## src/rtl/hazard_pkg.sv

```systemverilog
// Shared types and defaults for the pipeline hazard/stall controller.
package hazard_pkg;

    typedef enum logic [1:0] {
        RUN      = 2'd0,
        LU_STALL = 2'd1,
        DRAIN    = 2'd2,
        HALTED   = 2'd3
    } hazardState_t;

    localparam int         DEF_REG_W   = 4;
    localparam int         DEF_OP_W    = 3;
    localparam logic [2:0] DEF_OP_LW   = 3'b101;
    localparam logic [2:0] DEF_OP_XORI = 3'b001;
    localparam logic [2:0] DEF_OP_END  = 3'b111;

    function automatic int maxInt(input int a, input int b);
        return (a > b) ? a : b;
    endfunction

endpackage

```

## src/rtl/hazard_detect.sv

```systemverilog
// Combinational decode of load-use hazards and the END opcode from ID/EX fields.
module hazard_detect
    import hazard_pkg::*;
#(
    parameter int             REG_W          = DEF_REG_W,
    parameter int             OP_W           = DEF_OP_W,
    parameter logic [OP_W-1:0] OP_LW         = DEF_OP_LW,
    parameter logic [OP_W-1:0] OP_XORI       = DEF_OP_XORI,
    parameter logic [OP_W-1:0] OP_END        = DEF_OP_END,
    parameter int             ZERO_REG_CONST = 1
) (
    input  logic             idValid,
    input  logic [OP_W-1:0]  idOp,
    input  logic [REG_W-1:0] idRs,
    input  logic [REG_W-1:0] idRt,
    input  logic             exMemRead,
    input  logic [REG_W-1:0] exRt,
    output logic             lu,
    output logic             isEnd
);

    logic destLive;
    logic rtIsSource;

    // Loads and immediates write rt, so only other opcodes read it as a source.
    assign destLive   = (exRt != '0) || (ZERO_REG_CONST == 0);
    assign rtIsSource = (idOp != OP_LW) && (idOp != OP_XORI);

    assign lu    = idValid && exMemRead && destLive &&
                   ((exRt == idRs) || ((exRt == idRt) && rtIsSource));
    assign isEnd = idValid && (idOp == OP_END);

endmodule

```

## src/rtl/hazard_stall_ctrl.sv

```systemverilog
// Hazard/stall controller: load-use stalls, branch flushes, END drain and sticky halt.
module hazard_stall_ctrl
    import hazard_pkg::*;
#(
    parameter int              REG_W          = DEF_REG_W,
    parameter int              OP_W           = DEF_OP_W,
    parameter logic [OP_W-1:0] OP_LW          = DEF_OP_LW,
    parameter logic [OP_W-1:0] OP_XORI        = DEF_OP_XORI,
    parameter logic [OP_W-1:0] OP_END         = DEF_OP_END,
    parameter int              LOAD_STALL     = 1,
    parameter int              DRAIN_CYCLES   = 3,
    parameter int              ZERO_REG_CONST = 1,
    parameter int              PERF_W         = 32
) (
    input  logic              clk,
    input  logic              rst_n,
    input  logic              id_valid,
    input  logic [OP_W-1:0]   id_op,
    input  logic [REG_W-1:0]  id_rs,
    input  logic [REG_W-1:0]  id_rt,
    input  logic              ex_mem_read,
    input  logic [REG_W-1:0]  ex_rt,
    input  logic              ex_branch_taken,
    output logic              pc_write_en,
    output logic              ifid_write_en,
    output logic              ifid_flush,
    output logic              stall_flush,
    output logic              halted,
    output logic [PERF_W-1:0] stall_cycles
);

    localparam int CNT_W = $clog2(maxInt(LOAD_STALL, DRAIN_CYCLES) + 1);

    hazardState_t      stateReg, stateNext;
    logic [CNT_W-1:0]  cntReg, cntNext;
    logic              haltedReg;
    logic [PERF_W-1:0] stallCyclesReg;
    logic              lu, isEnd;

    hazard_detect #(
        .REG_W          (REG_W),
        .OP_W           (OP_W),
        .OP_LW          (OP_LW),
        .OP_XORI        (OP_XORI),
        .OP_END         (OP_END),
        .ZERO_REG_CONST (ZERO_REG_CONST)
    ) uDetect (
        .idValid   (id_valid),
        .idOp      (id_op),
        .idRs      (id_rs),
        .idRt      (id_rt),
        .exMemRead (ex_mem_read),
        .exRt      (ex_rt),
        .lu        (lu),
        .isEnd     (isEnd)
    );

    always_ff @(posedge clk or negedge rst_n) begin
        if (!rst_n) begin
            stateReg       <= RUN;
            cntReg         <= '0;
            haltedReg      <= 1'b0;
            stallCyclesReg <= '0;
        end else begin
            stateReg  <= stateNext;
            cntReg    <= cntNext;
            haltedReg <= (stateNext == HALTED);
            if (stall_flush && (stallCyclesReg != '1))
                stallCyclesReg <= stallCyclesReg + PERF_W'(1);
        end
    end

    // The detection cycle is the first stall cycle, so the counter loads length-1.
    always_comb begin
        stateNext = stateReg;
        cntNext   = cntReg;
        case (stateReg)
            RUN: begin
                if (ex_branch_taken) begin
                    stateNext = RUN;
                end else if (isEnd) begin
                    if (DRAIN_CYCLES == 1) begin
                        stateNext = HALTED;
                    end else begin
                        stateNext = DRAIN;
                        cntNext   = CNT_W'(DRAIN_CYCLES - 1);
                    end
                end else if (lu && (LOAD_STALL > 1)) begin
                    stateNext = LU_STALL;
                    cntNext   = CNT_W'(LOAD_STALL - 1);
                end
            end
            LU_STALL, DRAIN: begin
                if (ex_branch_taken) begin
                    stateNext = RUN;
                    cntNext   = '0;
                end else begin
                    cntNext = cntReg - CNT_W'(1);
                    if (cntReg == CNT_W'(1))
                        stateNext = (stateReg == DRAIN) ? HALTED : RUN;
                end
            end
            default: begin
                stateNext = HALTED;
            end
        endcase
    end

    always_comb begin
        pc_write_en   = 1'b1;
        ifid_write_en = 1'b1;
        ifid_flush    = 1'b0;
        stall_flush   = 1'b0;
        case (stateReg)
            RUN: begin
                if (ex_branch_taken) begin
                    ifid_flush  = 1'b1;
                    stall_flush = 1'b1;
                end else if (isEnd || lu) begin
                    pc_write_en   = 1'b0;
                    ifid_write_en = 1'b0;
                    stall_flush   = 1'b1;
                end
            end
            LU_STALL, DRAIN: begin
                if (ex_branch_taken) begin
                    ifid_flush  = 1'b1;
                    stall_flush = 1'b1;
                end else begin
                    pc_write_en   = 1'b0;
                    ifid_write_en = 1'b0;
                    stall_flush   = 1'b1;
                end
            end
            default: begin
                pc_write_en   = 1'b0;
                ifid_write_en = 1'b0;
                stall_flush   = 1'b1;
            end
        endcase
    end

    assign halted       = haltedReg;
    assign stall_cycles = stallCyclesReg;

endmodule
```

## config.mk

```make
export PLATFORM = sky130hd
export DESIGN_NAME = hazard_stall_ctrl
export DESIGN_NICKNAME = d
export VERILOG_FILES = /design/src/rtl/hazard_pkg.sv /design/src/rtl/hazard_detect.sv /design/src/rtl/hazard_stall_ctrl.sv
export SDC_FILE = /design/constraint.sdc
export NUM_CORES = 1
export LEC_CHECK = 0
export CAP_MARGIN = 20
export CORE_MARGIN = 2
export CORE_UTILIZATION = 43
export DETAILED_ROUTE_END_ITERATION = 7
export HOLD_SLACK_MARGIN = 0.03
export PLACE_DENSITY = 0.85
export SYNTH_ARGS = -nofsm -noshare
export SYNTH_HDL_FRONTEND = slang
export SYNTH_SLANG_ARGS = --single-unit
export TNS_END_PERCENT = 10
```

## constraint.sdc

```tcl
create_clock -name clk -period 2.4 [get_ports clk]
set_input_delay 0.72 -clock clk [delete_from_list [all_inputs] [get_ports clk]]
set_output_delay 0.72 -clock clk [all_outputs]
set_load 0.03 [all_outputs]
```

### Word-level counts from Yosys, hierarchy flattened

Index checks and enable logic that the tools add are counted.

* register bits after elaboration: 37
* bits of input ports: 20
* word-level logic and storage cells: 51

* $add $sub $neg: 2
* eq/ne operators: 12
* muxes and demuxes: 18
* reductions and logical operators: 15

Operators by type and width (count)
* $add A32 B1 Y32 const B: 1
* $ne A32 B32 Y1 const B: 1
* $mux W2: 8
* $eq A4 B4 Y1: 2
* $pmux W2 S2: 2
* $logic_and A1 B1 Y1: 7
* $mux W1: 7
* $eq A2 B1 Y1 const B: 2
* $eq A2 B2 Y1 const B: 2
* $ne A2 B2 Y1 const B: 2
* $reduce_bool A4 Y1: 1
* $eq A3 B3 Y1 const B: 1
* $ne A3 B1 Y1 const B: 1
* $ne A3 B3 Y1 const B: 1
* $reduce_and A3 Y1: 1
* $reduce_or A3 Y1: 1
* $logic_not A2 Y1: 1
* $logic_or A1 B1 Y1: 2
* $pmux W1 S2: 1
* $reduce_bool A2 Y1: 1
* $reduce_or A2 Y1: 1
* $sub A2 B1 Y2 const B: 1

### Logic depth before layout (Yosys ltp)

Gate-level depths: netlist (run 1).

* word-level depth: 10
* depth in mapped cells: 8
* gate-level depth less buffers: 7

### By module

Synthesis (run 1) repeated with hierarchy kept, for this count alone.

* cells, all modules: 200
* area total of the unflattened synthesis: 2018.2 sq um

Modules (own cells, without submodules)
* hazard_stall_ctrl: instances 1, cells each 184, area each 1900.6 sq um
* hazard_detect: instances 1, cells each 16, area each 117.6 sq um

### Least setup slack after synthesis (run 1)

Ideal clock, no wire load.

* path type: input to output
* from: input ex_rt[1]
* to: output pc_write_en
* arrival: 2267 ps
* data required time: 1680 ps
* setup slack: -587 ps
* stages: 6
* buffers on the path: 1
* cells stage by stage: nor4_2 > nor2_1 > a22oi_2 > nand3_1 > a21oi_1 > buf_4

* cells in the longest elaborated chain, start to end: 8
* elaborated cells between the ends (all ways): 11

Ends and longest elaborated chain
* start: declaration: RTL line hazard_stall_ctrl.sv:22 `input logic [REG_W-1:0] ex_rt,`
* $eq A4 B4 Y1: RTL line hazard_detect.sv:30 `((exRt == idRs) || ((exRt == idRt) && rtIsSource));`
* $logic_and A1 B1 Y1: RTL line hazard_detect.sv:30
* $logic_or A1 B1 Y1: RTL line hazard_detect.sv:30
* $logic_and A1 B1 Y1 *: RTL line hazard_detect.sv:29 `assign lu = idValid && exMemRead && destLive &&`
* $logic_or A1 B1 Y1 *: RTL line hazard_stall_ctrl.sv:119 `end else if (isEnd || lu) begin`
* $mux W1 * (2 in series)
* $pmux W1 S2 *
* end: declaration: RTL line hazard_stall_ctrl.sv:24 `output logic pc_write_en,`

Every way passes the cells marked *; elsewhere a longest branch is shown, timed or not.

### Worst setup path in the final report (run 1)

* from: input ex_rt[1]
* to: output pc_write_en

* cells in the longest elaborated chain, start to end: 8
* elaborated cells between the ends (all ways): 11

Ends and longest elaborated chain
* $eq A4 B4 Y1: RTL line hazard_detect.sv:30
* $logic_and A1 B1 Y1: RTL line hazard_detect.sv:30
* $logic_or A1 B1 Y1: RTL line hazard_detect.sv:30
* $logic_and A1 B1 Y1 *: RTL line hazard_detect.sv:29
* $logic_or A1 B1 Y1 *: RTL line hazard_stall_ctrl.sv:119
* $mux W1 *: RTL line hazard_stall_ctrl.sv:119
* $mux W1 *: RTL line hazard_stall_ctrl.sv:116 `if (ex_branch_taken) begin`
* $pmux W1 S2 *: RTL line hazard_stall_ctrl.sv:114 `case (stateReg)`

Marked as above.

==> summary.txt, run 1 <==
Worst setup path
  • Critical path buffer and inverter count: 2
  • Worst path required time: 1680 ps
  • CP top delay family: simple AND/OR/NAND/NOR gates
  • Peak per-stage delay on the critical path: 360 ps
  • Worst Reg-to-Reg Cells: 8
  • Critical path fanouts, max: 3
  • Flop2flop setup slack: 400 ps
  • Crit path launch: ex_rt[1]
  • Critical Path Sink: pc_write_en
  • Critical R2R Launch: stateReg[0]$_DFF_PN0_
  • Crit path launch type: input port
  • CP Cell Sequence: buf_8 -> nor4_4 -> nor2_1 -> a22oi_2 -> nand3_2 -> a21oi_4 -> buf_6
  • Crit. path cell count: 7
  • Worst R2R End: stall_cycles[1]$_DFFE_PN0P_
  • Crit-path slowest cell: nor4_4
  • Crit path capture type: output port
  • WS Path Type: in2out
  • Crit path DAT: 1950 ps

Logic synthesis
  • Post-synthesis cell type count: 35
  • Seq/Total Area, Yosys: 0.4571
  • Post-synthesis cell area: 0.002026 mm2
  • Syn_nets: 218
  • Synth top area share: 0.4571
  • Cell accounting for the most synthesized area: dfrtp_1
  • Gate Count Post-Synth: 193
  • Register bit total from synthesis: 37
  • Top cells by area, synth: dfrtp_1, xnor2_1, nand4_1
  • Yosys warns: 0
  • Syn Area/Cell: 10.50 um2

Timing
  • Final period util: 1.114
  • Setup WS post-layout: -274.4 ps
  • Max_slew headroom: 0.6621
  • Final min period: 2674 ps
  • Layout Skew: 4.864 ps
  • Setup TNS: -760.8 ps
  • Slew Viols, Final: 0
  • Final Hold Fails: 0
  • Peak Freq: 373.9 MHz
  • RSZ-0062 raised after global routing: yes
  • Worst Tran Pin Value: 505.9 ps
  • Endpoints failing setup: 3

Detailed routing
  • Drt total wl: 4604 um
  • Avg Vias per Cell: 5.324
  • Vias: 1,693
  • DRT Pass-1 Iters: 5
  • Initial drt markers: 70
  • Post-route ant nets: 0
  • Per-cell routed wire length: 14.48 um
  • # DRC: 0

CTS
  • Longest Clk Path Bufs: 2
  • CTS tree: done
  • Clock transition at path regs: 70 ps
  • CTS Buf Count: 5
  • Clock root buffer master: clkbuf_8
  • H-Tree Depth: 2
  • Clock Latency Late Sink: 280 ps
  • Clock sinks: 37

Die
  • Die extent in x: 72.64 um
  • Initial Util: 0.4558
  • Die span in y: 72.64 um
  • Core area: 0.004444 mm2
  • Row cnt: 24
  • IO Pins: 57
  • Die area: 0.005276 mm2

Outcome
  • Failing checks: setup timing
  • Status: complete, but fails checks

Power and ir drop
  • Seq pwr share: 0.443
  • Worst vdd ir: 0.5613 mV
  • Sw Pwr: 558.9 uW
  • Combinational power share: 0.291
  • Leakage: 1.212 nW
  • Switching power share of the total: 0.3201
  • Tot Pwr: 1.746 mW
  • Pint: 1.187 mW
  • Pwr per Cell Area: 609.3 mW/mm2
  • Clk network pwr share: 0.266

Final layout
  • Area growth syn-to-layout: 41.45%
  • Final core area utilization: 0.6447
  • Layout cells sized above 1: 0.1767
  • # nets final: 290
  • Fin area: 0.002865 mm2
  • Commonest non-fill, non-tap cell in the layout: dfrtp_1
  • Antenna diode count: 0
  • Final Non-Filler Cells: 318
  • Most frequent cells in the layout: dfrtp_1, clkdlybuf4s50_1, xnor2_1, nand4_1, nand2_1

Global routing
  • Number of global-route vias before repair: 1,729
  • Initial antenna violation count: 0
  • Largest net degree at the start of global routing: 38
  • First-pass GRT wire length: 7728 um
  • Gr usage total: 0.1875
  • GRT overflow: 0

Placement
  • I/O Buffers: 56
  • Placed cell areas: 0.002726 mm2
  • DPL Wire Length: 3366 um
  • Dpl cells: 308
  • Routability cong.: 0.7711

Job
  • Max-capacitance violation count: 0

Min path
  • Hold Crit Class: reg2reg
## power by group through the flow
stage / Clock, mW / Combinational, mW / Sequential (mW)
final: 0.464 / 0.509 / 0.774
after global routing: 0.509 / 0.544 / 0.788
after CTS: 0.479 / 0.513 / 0.773
after detailed placement: 0 / 0.505 / 0.782
after global placement: 0 / 0.495 / 0.781
after floorplan: 0 / 0.169 / 0.886
## metal layers
layer | vias up | wire length, um | global-route usage | part of all wire
li1 | 824 | - | - | -
met1 | 817 | 2065 | 0.2368 | 0.45
met2 | 46 | 2327 | 0.3172 | 0.51
met3 | 6 | 168 | 0.04420 | 0.036
met4 | 0 | 42 | 0.06173 | 0.0091
met5 | - | 0 | 0 | 0
## how the worst min path moves through the flow
| stage | from | endpoint | cells after the start |
|---|---|---|---|
| floorplan | rst_n | cntReg[0]$_DFFE_PN0P_ | 0 |
| global placement | cntReg[0]$_DFFE_PN0P_ | cntReg[0]$_DFFE_PN0P_ | 1 |
| detailed placement | stall_cycles[15]$_DFFE_PN0P_ | stall_cycles[15]$_DFFE_PN0P_ | 1 |
| CTS | stall_cycles[15]$_DFFE_PN0P_ | stall_cycles[15]$_DFFE_PN0P_ | 1 |
| global route | stall_cycles[15]$_DFFE_PN0P_ | stall_cycles[15]$_DFFE_PN0P_ | 1 |
| finish | stall_cycles[15]$_DFFE_PN0P_ | stall_cycles[15]$_DFFE_PN0P_ | 1 |
## state kept, by name (all words and copies together), names as in the netlist
register and flops:
cntReg 2, stateReg 2, stall_cycles 32, halted 1
## kinds of logic (layout without fill, tap and decap cells)
group | Yosys count | in the layout | synth area share
flops | 37 | 37 | 0.4571
buf+inv | 13 | 86 | 0.03397
mux | 1 | 1 | 0.005559
compound gates | 12 | 12 | 0.04879
simple gates | 86 | 86 | 0.2551
xor+xnor | 39 | 39 | 0.1686
fa+ha+maj | 5 | 5 | 0.03088
## what timing repair did
item                                    CTS  global route
endpoints found under the setup margin   26            18
cloned                                    0             0
hold buffers                              0             0
setup buffers                             2             0
pin swaps                                 9             1
gates resized for setup                  42             0
## worst reg2reg max path, delay by kind of cell, from the launching register on
kind | cells | cell delay [ps]
simple gates | 2 | 320
mux | 1 | 340
fa+ha+maj | 1 | 290
compound gates | 1 | 180
buf+inv | 3 | 380
flops | 1 | 380
## Yosys cell counts (all sizes together)
cell type / count
a2111oi: 1
and4: 3
dfrtp: 37
and3: 10
nor3: 6
ha: 5
nand2b: 2
nor3b: 2
or3: 1
a22oi: 1
xnor2: 26
nand3: 9
and2: 4
nand4: 19
nor2b: 5
nand2: 16
a21boi: 1
o21ai: 4
a222oi: 1
nor2: 5
inv: 9
buf: 4
mux2: 1
o22ai: 2
xor2: 13
a21oi: 2
nand4b: 1
nor4: 3
## final cells by class
type	count	area (um2)
multi-input cells	143	1086
clock buffers	7	96.34
clock inverters	1	5.005
well taps	52	65.06
repair buffers	69	653.1
inverters	9	33.78
flip-flops and latches	37	925.9
fillers	367	1579
## through the flow
stage | hold slack (ps) | worst slack, ps
finish | 492.2 | -274.4
global route | 507.8 | -389.1
floorplan | 424.4 | -264.7
CTS | 495.3 | -277.3
detailed placement | 483.6 | -710.2
global placement | 469.6 | -663.7
Power figures use the tool's default switching activity.
==> inputs of run 2 (changes only) <==
--- a/config.mk
+++ b/config.mk
@@ -7,10 +7,10 @@
 export LEC_CHECK = 0
 export CAP_MARGIN = 20
 export CORE_MARGIN = 2
-export CORE_UTILIZATION = 43
+export CORE_UTILIZATION = 48
 export DETAILED_ROUTE_END_ITERATION = 7
 export HOLD_SLACK_MARGIN = 0.03
-export PLACE_DENSITY = 0.85
+export PLACE_DENSITY = 0.89
 export SYNTH_ARGS = -nofsm -noshare
 export SYNTH_HDL_FRONTEND = slang
 export SYNTH_SLANG_ARGS = --single-unit
==> constraint.sdc (replaced) <==
create_clock -name clk -period 2.5 [get_ports clk]
set_input_delay 0.75 -clock clk [delete_from_list [all_inputs] [get_ports clk]]
set_output_delay 0.75 -clock clk [all_outputs]
set_load 0.03 [all_outputs]
==> run 2 against run 1 <==
- critical path type unchanged
- sequential share of layout area is essentially flat
- die area shrank 9.8%
- first-iteration DRC count increased by 80%
- the run still ends with setup timing left
- clock skew shrank 1.9 ps
- via count increased by 1.7%
==> summary.txt, run 2 (synthesis gave the netlist of run 1 again) <==
Outcome
  • Status: complete, but fails checks
  • Failing checks: setup timing

Worst setup path
  • Flop2flop setup slack: 480 ps
  • Crit path launch: ex_rt[0]
  • Peak per-stage delay on the critical path: 370 ps
  • Worst Reg-to-Reg Cells: 9
  • Crit path DAT: 2040 ps
  • Critical path fanouts, max: 3
  • Crit path launch type: input port
  • Critical Path Sink: ifid_write_en
  • Worst path required time: 1750 ps
  • Crit-path slowest cell: nor4_4
  • Worst R2R End: stall_cycles[16]$_DFFE_PN0P_
  • CP Cell Sequence: buf_8 -> nor4_4 -> nor2_1 -> a22oi_2 -> nand3_2 -> a21oi_4 -> buf_6
  • Crit path capture type: output port
  • Critical R2R Launch: stateReg[0]$_DFF_PN0_
  • WS Path Type: in2out

Global routing
  • Gr usage total: 0.2213
  • Number of global-route vias before repair: 1,725
  • Largest net degree at the start of global routing: 38
  • GRT overflow: 0
  • Initial antenna violation count: 0
  • First-pass GRT wire length: 7700 um

Detailed routing
  • DRT Pass-1 Iters: 4
  • Post-route ant nets: 0
  • Per-cell routed wire length: 15.02 um
  • Vias: 1,721
  • Drt total wl: 4702 um
  • Avg Vias per Cell: 5.498
  • Initial drt markers: 126
  • # DRC: 0

Power and ir drop
  • Combinational power share: 0.277
  • Leakage: 1.205 nW
  • Sw Pwr: 543.4 uW
  • Clk network pwr share: 0.303
  • Seq pwr share: 0.421
  • Switching power share of the total: 0.3094
  • Pint: 1.213 mW
  • Pwr per Cell Area: 612.4 mW/mm2
  • Tot Pwr: 1.756 mW
  • Worst vdd ir: 0.6490 mV

Timing
  • Final period util: 1.115
  • Setup TNS: -777.6 ps
  • Final min period: 2787 ps
  • Setup WS post-layout: -287.5 ps
  • Max_slew headroom: 0.6256
  • Worst Tran Pin Value: 560.5 ps
  • Endpoints failing setup: 3
  • RSZ-0062 raised after global routing: yes
  • Peak Freq: 358.7 MHz
  • Layout Skew: 3.014 ps
  • Slew Viols, Final: 0
  • Final Hold Fails: 0

Final layout
  • Commonest non-fill, non-tap cell in the layout: dfrtp_1
  • Max reg flops: 32
  • Fill count: 303
  • Fin area: 0.002868 mm2
  • # nets final: 287
  • Most frequent cells in the layout: dfrtp_1, clkdlybuf4s50_1, xnor2_1, nand4_1, nand2_1
  • Layout cells sized above 1: 0.1711
  • Sequential cell area: 925.9 um2
  • Antenna diode count: 0
  • Area of the multi-input gates: 0.001089 mm2
  • Area growth syn-to-layout: 41.57%
  • Final Non-Filler Cells: 313

Die
  • Core area: 0.004029 mm2
  • Die area: 0.004756 mm2
  • Initial Util: 0.5028
  • Row cnt: 23
  • IO Pins: 57
  • Die extent in x: 68.97 um
  • Die span in y: 68.97 um

CTS
  • CTS tree: done
  • Clock transition at path regs: 70 ps
  • H-Tree Depth: 2
  • Clock sinks: 37
  • Clock Latency Late Sink: 290 ps
  • Longest Clk Path Bufs: 2
  • CTS Buf Count: 5
  • # hold bufs at CTS: 0
  • Clock root buffer master: clkbuf_8

Placement
  • Placed cell areas: 0.002716 mm2
  • Dpl cells: 305
  • Pre-CTS setup slack: -670.9 ps
  • DPL Wire Length: 3452 um
  • Routability cong.: 0.8480
  • I/O Buffers: 56

Min path
  • Hold Crit Class: reg2reg

Job
  • Max-capacitance violation count: 0
## run 2: how the worst min path moves through the flow
stage / from / endpoint / cells after the start
floorplan: rst_n / cntReg[0]$_DFFE_PN0P_ / 0
global placement: cntReg[0]$_DFFE_PN0P_ / cntReg[0]$_DFFE_PN0P_ / 1
detailed placement: cntReg[0]$_DFFE_PN0P_ / cntReg[0]$_DFFE_PN0P_ / 1
CTS: cntReg[0]$_DFFE_PN0P_ / cntReg[0]$_DFFE_PN0P_ / 1
global route: stall_cycles[31]$_DFFE_PN0P_ / stall_cycles[31]$_DFFE_PN0P_ / 1
finish: stall_cycles[17]$_DFFE_PN0P_ / stall_cycles[17]$_DFFE_PN0P_ / 1
## run 2: per-layer routing
layer  GRT usage  vias up  wire (um)
met5           0        -          0
met2      0.3618       44       2393
li1            -      818          -
met3     0.06818        7        200
met1      0.2715      852       2039
met4     0.09069        0         68
## run 2: cell type report
class | count | share of cell area
multi-input cells | 143 | 0.3796
flip-flops and latches | 37 | 0.3229
repair buffers | 66 | 0.2234
clock buffers | 7 | 0.03010
well taps | 50 | 0.02182
inverters | 9 | 0.01178
clock inverters | 1 | 0.01047
## run 2: critical path: cells and delay by family
| family | cells | cell delay, ps |
|---|---|---|
| AND/OR/NAND/NOR | 3 | 610 |
| AO/OA/AOI/OAI | 2 | 420 |
| buffers and inverters | 2 | 260 |
## run 2: through the flow
step	util	hold WS (ps)
global route	0.7118	528.0
global placement	0.6742	470.7
detailed placement	0.6742	486.7
CTS	0.7102	495.9
finish	0.7118	499.0
floorplan	-	450.8
## run 2: power groups by stage
stage	clock [mW]	combinational, mW	sequential (mW)
final	0.532	0.486	0.738
after CTS	0.542	0.489	0.738
after floorplan	0	0.162	0.851
after detailed placement	0	0.483	0.749
after global routing	0.566	0.523	0.750
after global placement	0	0.473	0.746
## run 2: repair_timing
| action | in CTS | in global routing |
|---|---|---|
| pin swaps | 12 | 2 |
| setup buffers | 0 | 0 |
| hold endpoints to repair | 0 | 0 |
| endpoints found under the setup margin | 20 | 4 |
| gates resized for setup | 42 | 2 |
| cloned | 0 | 0 |
